<file path="config.mk">
export PLATFORM = sky130hd
export DESIGN_NAME = mpu_cmd_engine
export DESIGN_NICKNAME = d
export VERILOG_FILES = /design/src/rtl/mpu_pkg.sv /design/src/rtl/mpu_alu_core.sv /design/src/rtl/mpu_cmd_engine.sv
export SDC_FILE = /design/constraint.sdc
export NUM_CORES = 1
export LEC_CHECK = 0
export CAP_MARGIN = 20
export CORE_MARGIN = 2
export CORE_UTILIZATION = 59
export CTS_CLUSTER_SIZE = 20
export DETAILED_ROUTE_END_ITERATION = 8
export PLACE_DENSITY = 0.77
export SYNTH_ARGS = -nofsm -noshare
export SYNTH_HDL_FRONTEND = slang
export SYNTH_SLANG_ARGS = --single-unit
</file>
<file path="constraint.sdc">
create_clock -name clk -period 4.51 [get_ports clk]
set_input_delay 1.353 -clock clk [delete_from_list [all_inputs] [get_ports clk]]
set_output_delay 1.353 -clock clk [all_outputs]
set_load 0.005 [all_outputs]
</file>
<file path="src/rtl/mpu_pkg.sv">
// mpu_pkg: shared definitions for the MPU command engine.
//   - opcode and status-code constants
//   - FSM state encoding
//   - flag bundle returned by the ALU core
//   - opcode validity helper
// Optional feature macro: MPU_CHECKSUM_EN (adds GET_CK state and ST_CKSUM).
package mpu_pkg;

  localparam logic [7:0] OP_ADD = 8'h01;
  localparam logic [7:0] OP_SUB = 8'h02;
  localparam logic [7:0] OP_AND = 8'h03;
  localparam logic [7:0] OP_OR  = 8'h04;
  localparam logic [7:0] OP_XOR = 8'h05;
  localparam logic [7:0] OP_SHL = 8'h06;
  localparam logic [7:0] OP_SHR = 8'h07;
  localparam logic [7:0] OP_CMP = 8'h08;

  localparam logic [7:0] ST_BAD_OP  = 8'hE1;
  localparam logic [7:0] ST_RX_ERR  = 8'hE2;
  localparam logic [7:0] ST_TIMEOUT = 8'hE3;
`ifdef MPU_CHECKSUM_EN
  localparam logic [7:0] ST_CKSUM   = 8'hE4;
`endif

  typedef enum logic [2:0] {
    IDLE,
    GET_A,
    GET_B,
`ifdef MPU_CHECKSUM_EN
    GET_CK,
`endif
    EXEC,
    SEND,
    WAIT
  } state_t;

  // Packed so that {4'h0, flags} is directly the status byte {V,N,Z,C}.
  typedef struct packed {
    logic v;
    logic n;
    logic z;
    logic c;
  } mpu_flags_t;

  function automatic logic op_valid(input logic [7:0] op);
    return (op >= OP_ADD) && (op <= OP_CMP);
  endfunction

endpackage

</file>
<file path="src/rtl/mpu_alu_core.sv">
// mpu_alu_core: combinational ALU for the MPU command engine.
// Parameters: DATA_W - operand/result width (multiple of 8, 8..64).
// Ports:
//   op     in  8      opcode (mpu_pkg OP_*)
//   a, b   in  DATA_W operands
//   result out DATA_W operation result (0 for CMP and unknown opcodes)
//   flags  out 4      {V,N,Z,C}
module mpu_alu_core
  import mpu_pkg::*;
#(
  parameter int unsigned DATA_W = 16
) (
  input  logic [7:0]        op,
  input  logic [DATA_W-1:0] a,
  input  logic [DATA_W-1:0] b,
  output logic [DATA_W-1:0] result,
  output mpu_flags_t        flags
);

  localparam int unsigned M    = DATA_W - 1;
  localparam int unsigned SH_W = $clog2(DATA_W);

  logic [SH_W-1:0]   amt;
  logic [DATA_W:0]   sum;
  logic [DATA_W:0]   diff;
  logic [DATA_W:0]   shl;
  logic [DATA_W:0]   shr;

  assign amt = b[SH_W-1:0];

  always_comb begin
    sum    = {1'b0, a} + {1'b0, b};
    diff   = {1'b0, a} - {1'b0, b};
    // Extra guard bit on the exit side catches the last bit shifted out;
    // it stays 0 for a zero shift amount.
    shl    = {1'b0, a} << amt;
    shr    = {a, 1'b0} >> amt;
    result = '0;
    flags  = '0;
    case (op)
      OP_ADD: begin
        result  = sum[M:0];
        flags.c = sum[DATA_W];
        flags.v = (a[M] == b[M]) && (sum[M] != a[M]);
      end
      OP_SUB, OP_CMP: begin
        result  = (op == OP_SUB) ? diff[M:0] : '0;
        flags.c = diff[DATA_W];
        flags.v = (a[M] != b[M]) && (diff[M] != a[M]);
      end
      OP_AND: result = a & b;
      OP_OR:  result = a | b;
      OP_XOR: result = a ^ b;
      OP_SHL: begin
        result  = shl[M:0];
        flags.c = shl[DATA_W];
      end
      OP_SHR: begin
        result  = shr[DATA_W:1];
        flags.c = shr[0];
      end
      default: ;
    endcase
    if (op == OP_CMP) begin
      flags.z = (diff[M:0] == '0);
      flags.n = diff[M];
    end else begin
      flags.z = (result == '0);
      flags.n = result[M];
    end
  end

endmodule

</file>
<file path="src/rtl/mpu_cmd_engine.sv">
// mpu_cmd_engine: byte-serial command engine between UART Rx and UART Tx.
// Receives opcode, operand A, operand B (DATA_W/8 bytes each, MSB first),
// executes one ALU operation and returns a status byte plus result bytes
// through a tx_en / tx_complete handshake. Error responses are one byte.
// Parameters:
//   DATA_W      operand/result width (multiple of 8, 8..64)
//   TIMEOUT_CYC max cycles between frame bytes, 0 disables the timeout
// Ports:
//   clk, rst_n     clock, asynchronous active-low reset
//   rx_data        received byte, valid with rx_complete
//   rx_complete    strobe: new byte on rx_data
//   rx_error       strobe: Rx framing error
//   tx_data        byte to transmit, held until tx_complete
//   tx_en          one-cycle request to transmit tx_data
//   tx_complete    strobe: Tx finished the current byte
//   busy           high in every state except IDLE
// Optional feature macro: MPU_CHECKSUM_EN (XOR checksum byte on both the
// command frame and the success response).
module mpu_cmd_engine
  import mpu_pkg::*;
#(
  parameter int unsigned DATA_W      = 16,
  parameter int unsigned TIMEOUT_CYC = 50000
) (
  input  logic       clk,
  input  logic       rst_n,
  input  logic [7:0] rx_data,
  input  logic       rx_complete,
  input  logic       rx_error,
  output logic [7:0] tx_data,
  output logic       tx_en,
  input  logic       tx_complete,
  output logic       busy
);

  localparam int unsigned NB    = DATA_W / 8;
  localparam int unsigned CNT_W = (NB > 1) ? $clog2(NB) : 1;
`ifdef MPU_CHECKSUM_EN
  localparam int unsigned RESP_BYTES = NB + 2;
`else
  localparam int unsigned RESP_BYTES = NB + 1;
`endif
  localparam int unsigned RESP_W    = 8 * RESP_BYTES;
  localparam int unsigned RCNT_W    = $clog2(RESP_BYTES + 1);
  localparam int unsigned TMO_LIMIT = (TIMEOUT_CYC > 1) ? TIMEOUT_CYC - 1 : 1;
  localparam int unsigned TMO_W     = $clog2(TMO_LIMIT + 1);

  state_t              state_q, state_d;
  logic [7:0]          opcode_q;
  logic [DATA_W-1:0]   op_a_q, op_b_q;
  logic [CNT_W-1:0]    byte_cnt_q;
  logic [TMO_W-1:0]    tmo_q;
  logic [RESP_W-1:0]   resp_q;
  logic [RCNT_W-1:0]   resp_cnt_q;
`ifdef MPU_CHECKSUM_EN
  logic [7:0]          ck_q;
  logic [7:0]          ck_out;
`endif

  logic [DATA_W-1:0]   alu_result;
  mpu_flags_t          alu_flags;
  logic [7:0]          status;
  logic [RESP_W-1:0]   resp_ok;

  logic                in_get;
  logic                last_byte;
  logic                tmo_hit;
  logic                byte_acc;
  logic                err_load;
  logic [7:0]          err_code;

  mpu_alu_core #(.DATA_W(DATA_W)) u_alu (
    .op     (opcode_q),
    .a      (op_a_q),
    .b      (op_b_q),
    .result (alu_result),
    .flags  (alu_flags)
  );

`ifdef MPU_CHECKSUM_EN
  assign in_get = (state_q == GET_A) || (state_q == GET_B) || (state_q == GET_CK);
`else
  assign in_get = (state_q == GET_A) || (state_q == GET_B);
`endif
  assign last_byte = (byte_cnt_q == CNT_W'(NB - 1));
  // tmo_q counts cycles since the last accepted byte starting at 1; the abort
  // is taken one cycle early so the E3 tx_en lands TIMEOUT_CYC cycles after it.
  assign tmo_hit   = (TIMEOUT_CYC != 0) && (tmo_q >= TMO_W'(TMO_LIMIT));

  assign tx_data = resp_q[RESP_W-1 -: 8];
  assign tx_en   = (state_q == SEND);
  assign busy    = (state_q != IDLE);

  always_comb begin
    status = {4'h0, alu_flags};
`ifdef MPU_CHECKSUM_EN
    ck_out = status;
    for (int unsigned i = 0; i < NB; i++) ck_out = ck_out ^ alu_result[8*i +: 8];
    resp_ok = {status, alu_result, ck_out};
`else
    resp_ok = {status, alu_result};
`endif
  end

  always_comb begin
    state_d  = state_q;
    byte_acc = 1'b0;
    err_load = 1'b0;
    err_code = '0;
    if (in_get && rx_error) begin
      state_d  = SEND;
      err_load = 1'b1;
      err_code = ST_RX_ERR;
    end else if (in_get && !rx_complete && tmo_hit) begin
      state_d  = SEND;
      err_load = 1'b1;
      err_code = ST_TIMEOUT;
    end else begin
      case (state_q)
        IDLE: begin
          if (rx_complete) begin
            if (op_valid(rx_data)) begin
              state_d = GET_A;
            end else begin
              state_d  = SEND;
              err_load = 1'b1;
              err_code = ST_BAD_OP;
            end
          end
        end
        GET_A: begin
          if (rx_complete) begin
            byte_acc = 1'b1;
            if (last_byte) state_d = GET_B;
          end
        end
        GET_B: begin
          if (rx_complete) begin
            byte_acc = 1'b1;
`ifdef MPU_CHECKSUM_EN
            if (last_byte) state_d = GET_CK;
`else
            if (last_byte) state_d = EXEC;
`endif
          end
        end
`ifdef MPU_CHECKSUM_EN
        GET_CK: begin
          if (rx_complete) begin
            byte_acc = 1'b1;
            if (rx_data == ck_q) begin
              state_d = EXEC;
            end else begin
              state_d  = SEND;
              err_load = 1'b1;
              err_code = ST_CKSUM;
            end
          end
        end
`endif
        EXEC: state_d = SEND;
        SEND: state_d = WAIT;
        WAIT: begin
          if (tx_complete) state_d = (resp_cnt_q == RCNT_W'(1)) ? IDLE : SEND;
        end
        default: state_d = IDLE;
      endcase
    end
  end

  always_ff @(posedge clk or negedge rst_n) begin
    if (!rst_n) state_q <= IDLE;
    else        state_q <= state_d;
  end

  always_ff @(posedge clk or negedge rst_n) begin
    if (!rst_n) begin
      opcode_q   <= '0;
      op_a_q     <= '0;
      op_b_q     <= '0;
      byte_cnt_q <= '0;
      tmo_q      <= '0;
      resp_q     <= '0;
      resp_cnt_q <= '0;
`ifdef MPU_CHECKSUM_EN
      ck_q       <= '0;
`endif
    end else begin
      if ((state_q == IDLE) && rx_complete) begin
        opcode_q   <= rx_data;
        op_a_q     <= '0;
        op_b_q     <= '0;
        byte_cnt_q <= '0;
        tmo_q      <= TMO_W'(1);
`ifdef MPU_CHECKSUM_EN
        ck_q       <= rx_data;
`endif
      end

      if (byte_acc) begin
        tmo_q      <= TMO_W'(1);
        byte_cnt_q <= last_byte ? '0 : byte_cnt_q + CNT_W'(1);
        if (state_q == GET_A) op_a_q <= (op_a_q << 8) | DATA_W'(rx_data);
        if (state_q == GET_B) op_b_q <= (op_b_q << 8) | DATA_W'(rx_data);
`ifdef MPU_CHECKSUM_EN
        ck_q       <= ck_q ^ rx_data;
`endif
      end else if (in_get && (TIMEOUT_CYC != 0)) begin
        tmo_q <= tmo_q + TMO_W'(1);
      end

      if (err_load) begin
        resp_q     <= {err_code, (RESP_W-8)'(0)};
        resp_cnt_q <= RCNT_W'(1);
      end else if (state_q == EXEC) begin
        resp_q     <= resp_ok;
        resp_cnt_q <= RCNT_W'(RESP_BYTES);
      end else if ((state_q == WAIT) && tx_complete) begin
        resp_q     <= resp_q << 8;
        resp_cnt_q <= resp_cnt_q - RCNT_W'(1);
      end
    end
  end

endmodule

</file>
Yosys cells after proc, flatten, opt, wreduce, memory -nomap -nowiden

Cells that the tools add are included.

Memories: 0
Memory bits (writable): 0
Memory bits (read-only): 0
Bits in latches: 0
Logic and storage cells: 115
Register bits: 86
Input port bits: 13
Output and inout port bits: 10

$add $sub $neg: 5
Muxes and demuxes: 48
Shift operators: 2
Magnitude comparators: 3
Reductions and logical operators: 20
$mul: 0
Bitwise operators: 5
Div/mod/pow operators: 0
Equal/unequal tests: 24

Operators by type and width:

| operator                                                               | number |
|---|---|
| 16-bit 2-to-1 mux                                                      | 10 |
| 16-bit case mux with 7 select lines                                    | 1 |
| 24-bit 2-to-1 mux                                                      | 3 |
| 8-bit 2-to-1 mux                                                       | 5 |
| 8-bit by 3-bit equality test with 1-bit output (second input constant) | 4 |
| 16-bit logical NOT                                                     | 2 |
| 16-bit by 8-bit OR with 16-bit output                                  | 2 |
| 3-bit 2-to-1 mux                                                       | 10 |
| 3-bit case mux with 6 select lines                                     | 1 |
| 16-bit by 16-bit adder with 17-bit output                              | 1 |
| 16-bit by 4-bit left shift with 17-bit output                          | 1 |
| 17-bit by 4-bit >> shifter with 17-bit output                          | 1 |
| 16-bit by 16-bit subtractor with 17-bit output                         | 1 |
| 16-bit by 1-bit adder with 16-bit output (second input constant)       | 1 |
| 16-bit bitwise AND                                                     | 1 |
| 8-bit by 2-bit equality test with 1-bit output (second input constant) | 2 |
| 16-bit >= comparator (second input constant)                           | 1 |
| 4-bit by 2-bit != test with 1-bit output (second input constant)       | 4 |
| 16-bit OR                                                              | 1 |
| 16-bit XOR                                                             | 1 |
| 1-bit 2-to-1 mux                                                       | 12 |
| 3-bit nonzero test                                                     | 3 |
| 8-bit by 1-bit equality test with 1-bit output (second input constant) | 1 |
| 8-bit by 4-bit equality test with 1-bit output (second input constant) | 1 |
| other kinds (21)                                                       | 37 |

Depth between registers and ports, before layout

Gate-level depths: netlist of the first run.

Depth after elaboration: 8
Gate-level depth with buffers: 14
Gate-level depth less buffers: 13

By module

A second synthesis of the first run with hierarchy kept.

Cells, all modules: 1089
Area, all modules: 8769.7 um2

Modules (own cells, without submodules):

| module         | cells each | times used | seq. area each (um2) | area each (um2) |
|---|---|---|---|---|
| mpu_alu_core   | 656        | 1          | 0.0                  | 4678.2 |
| mpu_cmd_engine | 433        | 1          | 2152.1               | 4091.4 |

Least setup slack after synthesis of the first run

No wires, ideal clock.

Path type: register -> register
Start point: register op_b_q[2]
End point: register resp_q[17]
Data arrival time: 3311 ps
Stages on the path, launching flop included: 15
Required time: 4406 ps
Setup time: 104 ps
Path slack: 1095 ps
Clock period less this slack: 3415 ps
Buffers on the path: 3
Cells stage by stage: dfrtp_1 > buf_4 > clkinv_1 > buf_2 > ha_1 > clkbuf_1 > nor2b_1 > o21ai_0 > o311ai_0 > o221ai_1 > xor2_1 > a2111oi_1 > and4_1 > nand4_1 > o41ai_2

Word-level cells in the longest chain between the ends: 7
Elaborated cells on any way between the ends: 14
Classes of those cells: add/sub (2); shift (2); mux (5); bitwise (3); reduce/logical (2)

Ends and longest elaborated chain:

| what                                           | line                  | source |
|---|---|---|
| start, declared                                | mpu_cmd_engine.sv:50  | `logic [DATA_W-1:0] op_a_q, op_b_q;` |
| start signal, assigned                         | mpu_cmd_engine.sv:204 | `if (state_q == GET_B) op_b_q <= (op_b_q << 8) \| DATA_W'(rx_data);` |
| 16-bit by 16-bit subtractor with 17-bit output | mpu_alu_core.sv:33    | `diff = {1'b0, a} - {1'b0, b};` |
| 16-bit 2-to-1 mux                              | mpu_alu_core.sv:47    | `result = (op == OP_SUB) ? diff[M:0] : '0;` |
| 16-bit case mux with 7 select lines            | mpu_alu_core.sv:40    | `case (op)` |
| 16-bit logical NOT                             | mpu_alu_core.sv:68    | `flags.z = (result == '0);` |
| 2-bit 2-to-1 mux *                             | mpu_alu_core.sv:64    | `if (op == OP_CMP) begin` |
| 24-bit 2-to-1 mux *                            | mpu_cmd_engine.sv:215 | `end else if (state_q == EXEC) begin` |
| 24-bit 2-to-1 mux *                            | mpu_cmd_engine.sv:212 | `if (err_load) begin` |
| end signal, assigned                           | mpu_cmd_engine.sv:213 | `resp_q <= {err_code, (RESP_W-8)'(0)};` |
| end signal, assigned                           | mpu_cmd_engine.sv:216 | `resp_q <= resp_ok;` |
| end signal, assigned                           | mpu_cmd_engine.sv:219 | `resp_q <= resp_q << 8;` |
| end, declared                                  | mpu_cmd_engine.sv:53  | `logic [RESP_W-1:0] resp_q;` |

Mark *: on every way between the ends. The rest lies on a longest branch, timed or not.
A chain may end at the register's enable or synchronous reset.

Worst setup path in the final report of the first run

Start point: register op_b_q[12]
End point: register resp_q[17]

The elaborated chain is that of the path after synthesis.

==> metrics, run 1 <==
count of final setup violators=0; clock skew=between 0.01 and 0.015 ns; antenna-violating nets left=0; Clock Path Buffers=2; post-synth top area share=25.6%; initial antenna violation count=0; fin area=9110 um2; XOR/XNOR Fraction of Synth Area=1.56%; Place WS=0.625 ns; first-pass GRT wire length=between 40000 and 50000 um; IO Pins=23; Net Count, Synth=between 1000 and 1500; Root Driver=clkbuf_16; number of flops mapped to enable cells by yosys=0; Compound-Gate Fraction of Synth Area=roughly a quarter; post-synthesis register bit count=86; worst setup path class=flop to flop; setup TNS=0 ns; startpoint types=flop; ys async rst share=100%; Num CTS Buffers=9; Post-DP HPWL=21700 um; post-DR wirelength/cell=24.2 um; largest family of logic cells by synthesized area=compound AO/OA/AOI/OAI gates; vias in the first global route=7650; core area=13900 um2; Gate Count Post-Synth=1020; die height=123 um; Seq/Total Area, Yosys=25.6%; commonest non-fill, non-tap cell in the layout=nand2_1; Vias=about 8600; Worst Hold Class=flop to flop; total grt overflow=0; mux share of post-synthesis cell area=10.5%; drc violations=0; Post-Synth Simple-Gate Area=21.1%; placed instance area=8790 um2; total length of routed wires=between 20000 and 30000 um; CTS clk-pin slew, worst paths=0.07 ns; Worst Path Arrival=4.07 ns; Tot Pwr=about 6.2 mW; antenna cell count=0; DIE WIDTH=123 um; final hold violations=0; Rel. slew slack=38.4%; vias per cell=around 7.1; largest net degree at the start of global routing=67; Synth Area per Inst=8.25 um2; Worst Path Max Fanout=14; PD cells=between 600 and 700 nW/um2; synthesized area=8420 um2; floorplan row count=between 40 and 50; Placer Congestion=1.10; Tmin final=between 3 and 4 ns; IO Port Bufs=22; fin worst setup slack=0.689 ns; layout net count=between 1000 and 1500; cells taking the most area after synthesis=dfrtp_1 (26%), ha_1 (7.9%), nand2_1 (5.0%); Post-Synth Adder-Cell Area=8.36%; # clock sinks=86; worst slew pin tran=a little over 0.9 ns; CP required=4.76 ns; Gates resized, CTS repair=0; Max-Cap Viols=0; RSZ-0062 raised after global routing=no; CP Cell Sequence=inv_1 -> ha_1 -> nor2b_1 -> a2111oi_0 -> o311ai_0 -> o21ai_1 -> o22a_1 -> a21oi_1 -> nor4_1 -> buf_4 -> nand4_1 -> o41ai_2; fill count=about 1200; Max VDD drop=0.469 mV; fin. max-slew vios=0; DR iter-0 viols=between 1500 and 2000; Initial Util=between 60% and 70%; Synth area leader=dfrtp_1; Top FF cell, synth=dfrtp_1; die footprint=about 15000 um2; share of cells above drive strength 1=around 11%; # hold bufs at CTS=0; Yosys cell types=between 80 and 90; fin crit share=between 80% and 90%; H-Tree Depth=3; Worst setup EP type=flop; CP peak stage delay=~0.7 ns; Worst path slowest cell=a2111oi_0; Skew-Pair Late Insertion Delay=0.36 ns; setup bufs post-CTS=0; Synth warnings=0; Layout area overhead=8.25%; status=complete, no violations; first drt pass iteration count=9; Fmax=0.262 GHz; total track usage=around 40%; Pleak=around 3.7 nW; CTS tree=built; most frequent cells in the layout=nand2_1 (112), nor2_1 (91), dfrtp_1 (85)
==> final timing paths <==
path	start	end	slack [ns]	depth (start not counted)
setup reg to reg	op_b_q[12]	resp_q[17]	0.69	12
min in group asynchronous	rst_n	op_a_q[12]	1.07	1
hold / removal	resp_q[0]	resp_q[0]	0.48	2
hold reg to reg	resp_q[0]	resp_q[0]	0.48	2
setup / recovery	op_b_q[12]	resp_q[17]	0.69	12
max in group asynchronous	rst_n	resp_q[6]	2.66	2
==> power breakdown <==
group / switching (mW) / leakage [nW] / internal [mW]
logic: 2.54 / 2.41 / 1.60
registers: 0.302 / 1.15 / 0.964
clock network: 0.354 / 0.145 / 0.392
==> critical path: cells and delay by family (launching register included) <==
kind	cells	cell delay, ns
flip-flops	1	0.52
AND/OR/NAND/NOR	3	0.50
buffers and inverters	2	0.30
AO/OA/AOI/OAI	6	1.80
adder cells (fa/ha/maj)	1	0.58
==> through the flow <==
stage | util, % | std cells | hold slack [ns]
6_report | 65.6 | 1200 | 0.482
5_1_grt | 65.6 | 1200 | 0.516
4_1_cts | 65.5 | 1199 | 0.485
3_5_place_dp | 63.3 | 1183 | 0.470
3_3_place_gp | 63.3 | 1183 | 0.464
2_1_floorplan | - | 1020 | 0.450
==> area by class of cell <==
class | instances | area (um2) | area share, %
multi-input cells | 806 | 5720 | 62.8
flip-flops and latches | 86 | 2150 | 23.6
repair buffers | 61 | 514 | 5.64
clock buffers | 9 | 225 | 2.47
well taps | 180 | 225 | 2.47
inverters | 51 | 191 | 2.10
clock inverters | 7 | 80.1 | 0.879
==> flip-flops by register name, summed over array words and instances (netlist names) <==
register,count
resp_cnt_q,2
byte_cnt_q,1
resp_q,24
op_b_q,16
state_q,3
opcode_q,8
tmo_q,16
op_a_q,16
==> synthesized netlist by cell type, types with 4 or more instances <==
| library cell | instances |
|---|---|
| and3_1 | 17 |
| or4_1 | 4 |
| dfrtp_1 | 86 |
| buf_2 | 10 |
| nor3_1 | 17 |
| ha_1 | 53 |
| buf_4 | 10 |
| xnor2_1 | 9 |
| o31ai_1 | 7 |
| o211ai_1 | 7 |
| nand4_1 | 21 |
| a2111oi_0 | 6 |
| nor2b_1 | 15 |
| a221oi_1 | 8 |
| mux2i_1 | 32 |
| clkbuf_1 | 49 |
| or2_2 | 7 |
| nand2_1 | 112 |
| a221o_1 | 5 |
| nand3_1 | 20 |
| o21a_1 | 4 |
| a21oi_1 | 44 |
| mux2_2 | 11 |
| a31oi_1 | 11 |
| nor2_1 | 91 |
| nand2b_1 | 16 |
| a21o_1 | 10 |
| o22a_1 | 4 |
| buf_1 | 5 |
| a211o_1 | 5 |
| o21ai_1 | 6 |
| o22ai_1 | 10 |
| a22oi_1 | 4 |
| o221ai_1 | 8 |
| a211oi_1 | 13 |
| nor3b_1 | 7 |
| xor2_1 | 6 |
| and2_1 | 5 |
| a22o_1 | 40 |
| nor4_1 | 11 |
| inv_1 | 49 |
| o21ai_0 | 73 |
| mux4_2 | 17 |
==> cells by family after synthesis <==
| kind of cell | Yosys count |
|---|---|
| xor gates and xnor gates | 15 |
| and+or+nand+nor | 360 |
| muxes | 64 |
| DFF | 86 |
| AOI/OAI and AO/OA | 312 |
| buffers and inverters | 128 |
| adders and majority gates | 55 |
==> per-layer routing <==
layer	track usage (%)	vias to the layer above	wire length [um]
li1	-	3796	-
met2	56.7	579	12500
met4	16.4	0	1290
met1	55.8	4091	12100
met5	0	-	0
met3	8.26	109	3220
Power figures use the tool's default switching activity.
==> inputs of run 2 (changes only) <==
==> constraint.sdc (replaced) <==
create_clock -name clk -period 3.8 [get_ports clk]
set_input_delay 1.14 -clock clk [delete_from_list [all_inputs] [get_ports clk]]
set_output_delay 1.14 -clock clk [all_outputs]
set_load 0.005 [all_outputs]
==> metrics, run 2 (synthesis gave the netlist of run 1 again) <==
status=complete, no violations (unchanged); PD cells=827 nW/um2 (was 676 nW/um2); sw frac=51.1% (was 51.9%); crit-path leading delay family=compound AO/OA/AOI/OAI gates (unchanged); Worst Path Max Fanout=4 (was 14); total grt overflow=0 (unchanged); fin crit share=93.3% (was 84.7%); IO Port Bufs=22 (unchanged); Clk pwr share=11.3% (was 12.1%); RSZ-0062 raised after global routing=no (unchanged); Worst path slowest cell=a2111oi_1 (was a2111oi_0); die height=123 um (unchanged); buffers and inverters on the worst path=3 (was 2); Root Driver=clkbuf_16 (unchanged); CTS clk-pin slew, worst paths=0.07 ns (about the same); total length of routed wires=29300 um (was 29100 um); Skew-Pair Late Insertion Delay=0.36 ns (about the same); Worst setup EP type=flop (unchanged); critical path startpoint=op_a_q[0] (was op_b_q[12]); setup bufs post-CTS=0 (unchanged); Placer Congestion=1.05 (was 1.10); DR iter-0 viols=1450 (was 1508); part of the power in registers=19.1% (was 20.5%); DIE WIDTH=123 um (unchanged); Max VDD drop=0.543 mV (was 0.469 mV); antenna-violating nets left=0 (unchanged); Top reg by flops=resp_q (unchanged); # hold bufs at CTS=0 (unchanged); # clock sinks=86 (unchanged); Vias=8680 (was 8575); IO Pins=23 (unchanged); Worst Path Arrival=3.80 ns (was 4.07 ns); Rel. slew slack=36.5% (was 38.4%); vias per cell=7.09 (was 7.15); register area=2150 um2 (unchanged); floorplan row count=43 (unchanged); count of final setup violators=0 (unchanged); CP Depth=14 (was 12); Clock Path Buffers=2 (unchanged); Worst Hold Class=flop to flop (unchanged); CP Cell Sequence=inv_1 -> ha_1 -> inv_1 -> fa_1 -> nor2b_1 -> o21ai_0 -> o311ai_0 -> o221ai_1 -> xor2_1 -> a2111oi_1 -> buf_4 -> and4_1 -> nand4_1 -> o41ai_2 (was inv_1 -> ha_1 -> nor2b_1 -> a2111oi_0 -> o311ai_0 -> o21ai_1 -> o22a_1 -> a21oi_1 -> nor4_1 -> buf_4 -> nand4_1 -> o41ai_2); CP required=4.06 ns (was 4.76 ns); H-Tree Depth=3 (unchanged); Pleak=3.82 nW (was 3.70 nW); worst setup path class=flop to flop (unchanged); Layout area overhead=10.4% (was 8.25%); fin. max-slew vios=0 (unchanged); multi-input logic area=5720 um2 (unchanged); initial antenna violation count=0 (unchanged); first-pass GRT wire length=45500 um (was 44700 um); commonest non-fill, non-tap cell in the layout=nand2_1 (unchanged); Tot Pwr=7.68 mW (was 6.16 mW); Int Pwr=3.75 mW (was 2.96 mW); drc violations=0 (unchanged); cell mode on critical path=inv_1; Post-DP HPWL=22000 um (was 21700 um); FF-to-FF setup slack=0.26 ns (was 0.69 ns); Critical Path Sink=resp_q[17] (unchanged); CP peak stage delay=0.55 ns (was 0.70 ns); worst slew pin tran=0.952 ns (was 0.916 ns); Sw Pwr=3.93 mW (was 3.20 mW); share of cells above drive strength 1=13.2% (was 11.2%); r2r endpoint=resp_q[17] (unchanged); die footprint=15200 um2 (unchanged); setup TNS=0 ns (unchanged); Num CTS Buffers=9 (unchanged); Comb power frac=69.6% (was 67.3%); max reg flops=24 (unchanged); Tmin final=3.54 ns (was 3.82 ns); final hold violations=0 (unchanged); first drt pass iteration count=6 (was 9); vias in the first global route=7871 (was 7650); total track usage=39.7% (was 38.9%); Max-Cap Viols=0 (unchanged); worst reg2reg path depth=14 (was 12); core area=13900 um2 (unchanged); CTS tree=built (unchanged); startpoint types=flop (unchanged); Reg-to-Reg Start=op_a_q[0] (was op_b_q[12]); clock skew=0.0105 ns (was 0.0112 ns); most frequent cells in the layout=nand2_1 (112), nor2_1 (91), dfrtp_1 (85) (unchanged); Initial Util=60.6% (unchanged); largest net degree at the start of global routing=76 (was 67); fill count=1225 (was 1170); layout net count=1107 (was 1083); Fmax=0.282 GHz (was 0.262 GHz); Gates resized, CTS repair=0 (unchanged); post-DR wirelength/cell=24.0 um (was 24.2 um); antenna cell count=0 (unchanged)
run 2: cell count changes in the layout (fill, tap and decap cells not counted), sizes merged:
cell,previous run,this run
buf,40,64
clkinv,5,4
clkinvlp,1,2
run 2: power groups by stage:
stage | sequential, mW | combinational, mW | clock (mW)
2_1_floorplan | 1.35 | 3.52 | 0
3_3_place_gp | 1.46 | 5.13 | 0
3_5_place_dp | 1.47 | 5.15 | 0
4_1_cts | 1.45 | 5.17 | 0.883
5_1_grt | 1.50 | 5.69 | 0.921
6_report | 1.47 | 5.34 | 0.869
run 2: layout make-up:
type	instances	share of cell area (%)
clock buffer	9	2.42
tap	180	2.42
multi-input combinational	806	61.6
timing repair buffer	85	7.57
clock inverter	7	0.741
sequential	86	23.2
inverter	51	2.06
run 2: layer usage:
layer / part of all wire, % / track usage, % / up-vias
li1: - / - / 3846
met3: 12 / 11.9 / 106
met4: 4.2 / 14.3 / 0
met5: 0 / 0 / -
met2: 42 / 56.9 / 513
met1: 42 / 56.5 / 4215
run 2: how the worst min path moves through the flow:
stage	start	end	slack (ns)	depth (start not counted)
after floorplan	resp_q[0]	resp_q[0]	0.45	2
after CTS	resp_q[1]	resp_q[1]	0.49	2
final	resp_q[1]	resp_q[1]	0.49	2
after detailed placement	resp_q[1]	resp_q[1]	0.47	2
after global placement	resp_q[1]	resp_q[1]	0.46	2
after global routing	resp_q[1]	resp_q[1]	0.52	2
run 2: metrics by stage:
| step | utilization (%) | instances | instance area, um2 | worst slack (ns) | hold slack (ns) |
|---|---|---|---|---|---|
| floorplan | - | 1020 | 8420 | 0.385 | 0.450 |
| global placement | 64.7 | 1207 | 8990 | 0.362 | 0.462 |
| detailed placement | 64.8 | 1208 | 8990 | 0.351 | 0.470 |
| CTS | 66.9 | 1224 | 9290 | 0.328 | 0.487 |
| global route | 66.9 | 1224 | 9290 | 0.0366 | 0.515 |
| finish | 66.9 | 1224 | 9290 | 0.256 | 0.488 |
run 2: worst reg2reg max path, delay by kind of cell (launching register included):
kind / cells / cell delay, ns
AOI/OAI and AO/OA: 5 / 1.47
xor gates and xnor gates: 1 / 0.21
adders and majority gates: 2 / 0.42
buffers and inverters: 3 / 0.34
DFF: 1 / 0.37
and+or+nand+nor: 3 / 0.63
==> inputs of run 3 (changes only) <==
--- a/config.mk
+++ b/config.mk
@@ -6,11 +6,14 @@
 export NUM_CORES = 1
 export LEC_CHECK = 0
 export CAP_MARGIN = 20
+export CELL_PAD_IN_SITES_DETAIL_PLACEMENT = 0
+export CELL_PAD_IN_SITES_GLOBAL_PLACEMENT = 1
 export CORE_MARGIN = 2
-export CORE_UTILIZATION = 59
+export CORE_UTILIZATION = 45
 export CTS_CLUSTER_SIZE = 20
 export DETAILED_ROUTE_END_ITERATION = 8
-export PLACE_DENSITY = 0.77
+export PLACE_DENSITY_LB_ADDON = 0.1
+export SKIP_CTS_REPAIR_TIMING = 1
 export SYNTH_ARGS = -nofsm -noshare
 export SYNTH_HDL_FRONTEND = slang
 export SYNTH_SLANG_ARGS = --single-unit
==> metrics, run 3 (synthesis gave the netlist of run 1 again) <==
floorplan row count=50 (was 43); startpoint types=flop (unchanged); Worst Path Max Fanout=4 (unchanged); clock skew=0.00980 ns (was 0.0105 ns); Top reg by flops=resp_q (unchanged); Max-Cap Viols=0 (unchanged); critical path startpoint=op_a_q[0] (unchanged); vias per cell=6.55 (was 7.09); Placer Congestion=1.01 (was 1.05); Rel. slew slack=47.0% (was 36.5%); fin area=9450 um2 (was 9290 um2); Root Driver=clkbuf_16 (unchanged); status=complete, no violations (unchanged); drc violations=0 (unchanged); worst setup path class=flop to flop (unchanged); initial antenna violation count=0 (unchanged); Clock Path Buffers=2 (unchanged); Reg-to-Reg Start=op_a_q[0] (unchanged); vias in the first global route=8091 (was 7871); Vias=8427 (was 8680); part of the power in registers=18.6% (was 19.1%); Max VDD drop=0.430 mV (was 0.543 mV); largest net degree at the start of global routing=47 (was 76); GRT Max-Usage Layer=met2 (unchanged); sw frac=51.0% (was 51.1%); Int Pwr=3.81 mW (was 3.75 mW); die footprint=19800 um2 (was 15200 um2); M1 GR Usage=46.4% (was 56.5%); CTS tree=built (unchanged); antenna cell count=0 (unchanged); most frequent cells in the layout=nand2_1 (112), nor2_1 (90), dfrtp_1 (85) (was nand2_1 (112), nor2_1 (91), dfrtp_1 (85)); first drt pass iteration count=7 (was 6); max reg flops=24 (unchanged); Fmax=0.289 GHz (was 0.282 GHz); Layout area overhead=12.3% (was 10.4%); Sw Pwr=3.97 mW (was 3.93 mW); IO Pins=23 (unchanged); Initial Util=45.4% (was 60.6%); cell mode on critical path=inv_1 (unchanged); placed instance area=9130 um2 (was 8990 um2); setup TNS=0 ns (unchanged); Post-DP HPWL=24500 um (was 22000 um); Place WS=0.255 ns (was 0.351 ns); RSZ-0062 raised after global routing=no (unchanged); CP required=4.06 ns (about the same); fin worst setup slack=0.345 ns (was 0.256 ns); Tot Pwr=7.78 mW (was 7.68 mW); grt met2 use=49.0% (was 56.9%); core area=18500 um2 (was 13900 um2); Worst Hold Class=flop to flop (unchanged); DIE WIDTH=141 um (was 123 um); fin crit share=90.9% (was 93.3%); final hold violations=0 (unchanged); H-Tree Depth=3 (unchanged); placed insts=1270 (was 1208); Worst Path Arrival=3.72 ns (was 3.80 ns); worst slew pin tran=0.790 ns (was 0.952 ns); Worst path slowest cell=fa_1 (was a2111oi_1); CP Cell Sequence=inv_1 -> ha_1 -> inv_1 -> fa_1 -> nor2b_1 -> o311ai_1 -> a211oi_2 -> nor2_2 -> mux2_2 -> a2111oi_1 -> o2111ai_1 -> a21o_1 -> o41ai_2 (was inv_1 -> ha_1 -> inv_1 -> fa_1 -> nor2b_1 -> o21ai_0 -> o311ai_0 -> o221ai_1 -> xor2_1 -> a2111oi_1 -> buf_4 -> and4_1 -> nand4_1 -> o41ai_2); met3 Use GR=8.32% (was 11.9%); Clk pwr share=12.4% (was 11.3%); first-pass GRT wire length=48900 um (was 45500 um); commonest non-fill, non-tap cell in the layout=nand2_1 (unchanged); Num CTS Buffers=9 (unchanged); Hold Startpoint=tmo_q[15] (was resp_q[1]); IO Port Bufs=22 (unchanged); # clock sinks=86 (unchanged); PD cells=823 nW/um2 (was 827 nW/um2); CTS clk-pin slew, worst paths=0.07 ns (about the same); CP peak stage delay=0.43 ns (was 0.55 ns); total track usage=32.4% (was 39.7%); antenna-violating nets left=0 (unchanged); post-DR wirelength/cell=24.7 um (was 24.0 um); layout net count=1115 (was 1107); Comb power frac=69.0% (was 69.6%); Pleak=3.88 nW (was 3.82 nW); Tmin final=3.46 ns (was 3.54 ns); Skew-Pair Late Insertion Delay=0.36 ns (about the same); DR iter-0 viols=817 (was 1450); die height=141 um (was 123 um); Worst setup EP type=flop (unchanged); Non-Filler Instances=1286 (was 1224); count of final setup violators=0 (unchanged); share of cells above drive strength 1=14.1% (was 13.2%); total length of routed wires=31800 um (was 29300 um); fin. max-slew vios=0 (unchanged); total grt overflow=0 (unchanged)
-- run 3: power by group through the flow --
stage	sequential [mW]	combinational [mW]	clock, mW
floorplan	1.35	3.52	0
global placement	1.45	5.20	0
detailed placement	1.46	5.20	0
CTS	1.44	5.22	0.973
global route	1.48	5.80	1.01
finish	1.45	5.37	0.961
-- run 3: through the flow --
stage / utilization [%] / hold slack, ns
global route: 51.1 / 0.498
CTS: 51.0 / 0.488
global placement: 49.3 / 0.464
floorplan: - / 0.450
detailed placement: 49.3 / 0.472
finish: 51.1 / 0.484
-- run 3: critical path, delay by kind of cell (launching register included) --
kind / cells / cell delay (ns)
flip-flops: 1 / 0.41
AND/OR/NAND/NOR: 2 / 0.43
multiplexers: 1 / 0.40
adder cells (fa/ha/maj): 2 / 0.62
buffers and inverters: 2 / 0.16
AO/OA/AOI/OAI: 6 / 1.33
-- run 3: worst paths after layout --
check,endpoint,slack (ns),cells after the start
max,resp_q[17],0.34,13
max in group asynchronous,resp_q[6],2.36,2
min reg2reg,tmo_q[15],0.48,1
min,tmo_q[15],0.48,1
min in group asynchronous,op_a_q[12],0.77,1
max reg2reg,resp_q[17],0.34,13
-- run 3: layout make-up --
type,count,area [um2]
Fill cell,1826,9060
Multi-Input combinational cell,806,5730
Sequential cell,86,2150
Timing Repair Buffer,93,776
Tap cell,234,293
Clock buffer,9,225
Inverter,51,191
Clock inverter,7,86.3
-- run 3: routing by layer --
layer	share of wire [%]	vias to the layer above	wire, um
li1	-	3855	-
met1	44	4129	14100
met2	44	382	13900
met3	9.4	61	2980
met4	2.6	0	832
met5	0	-	0
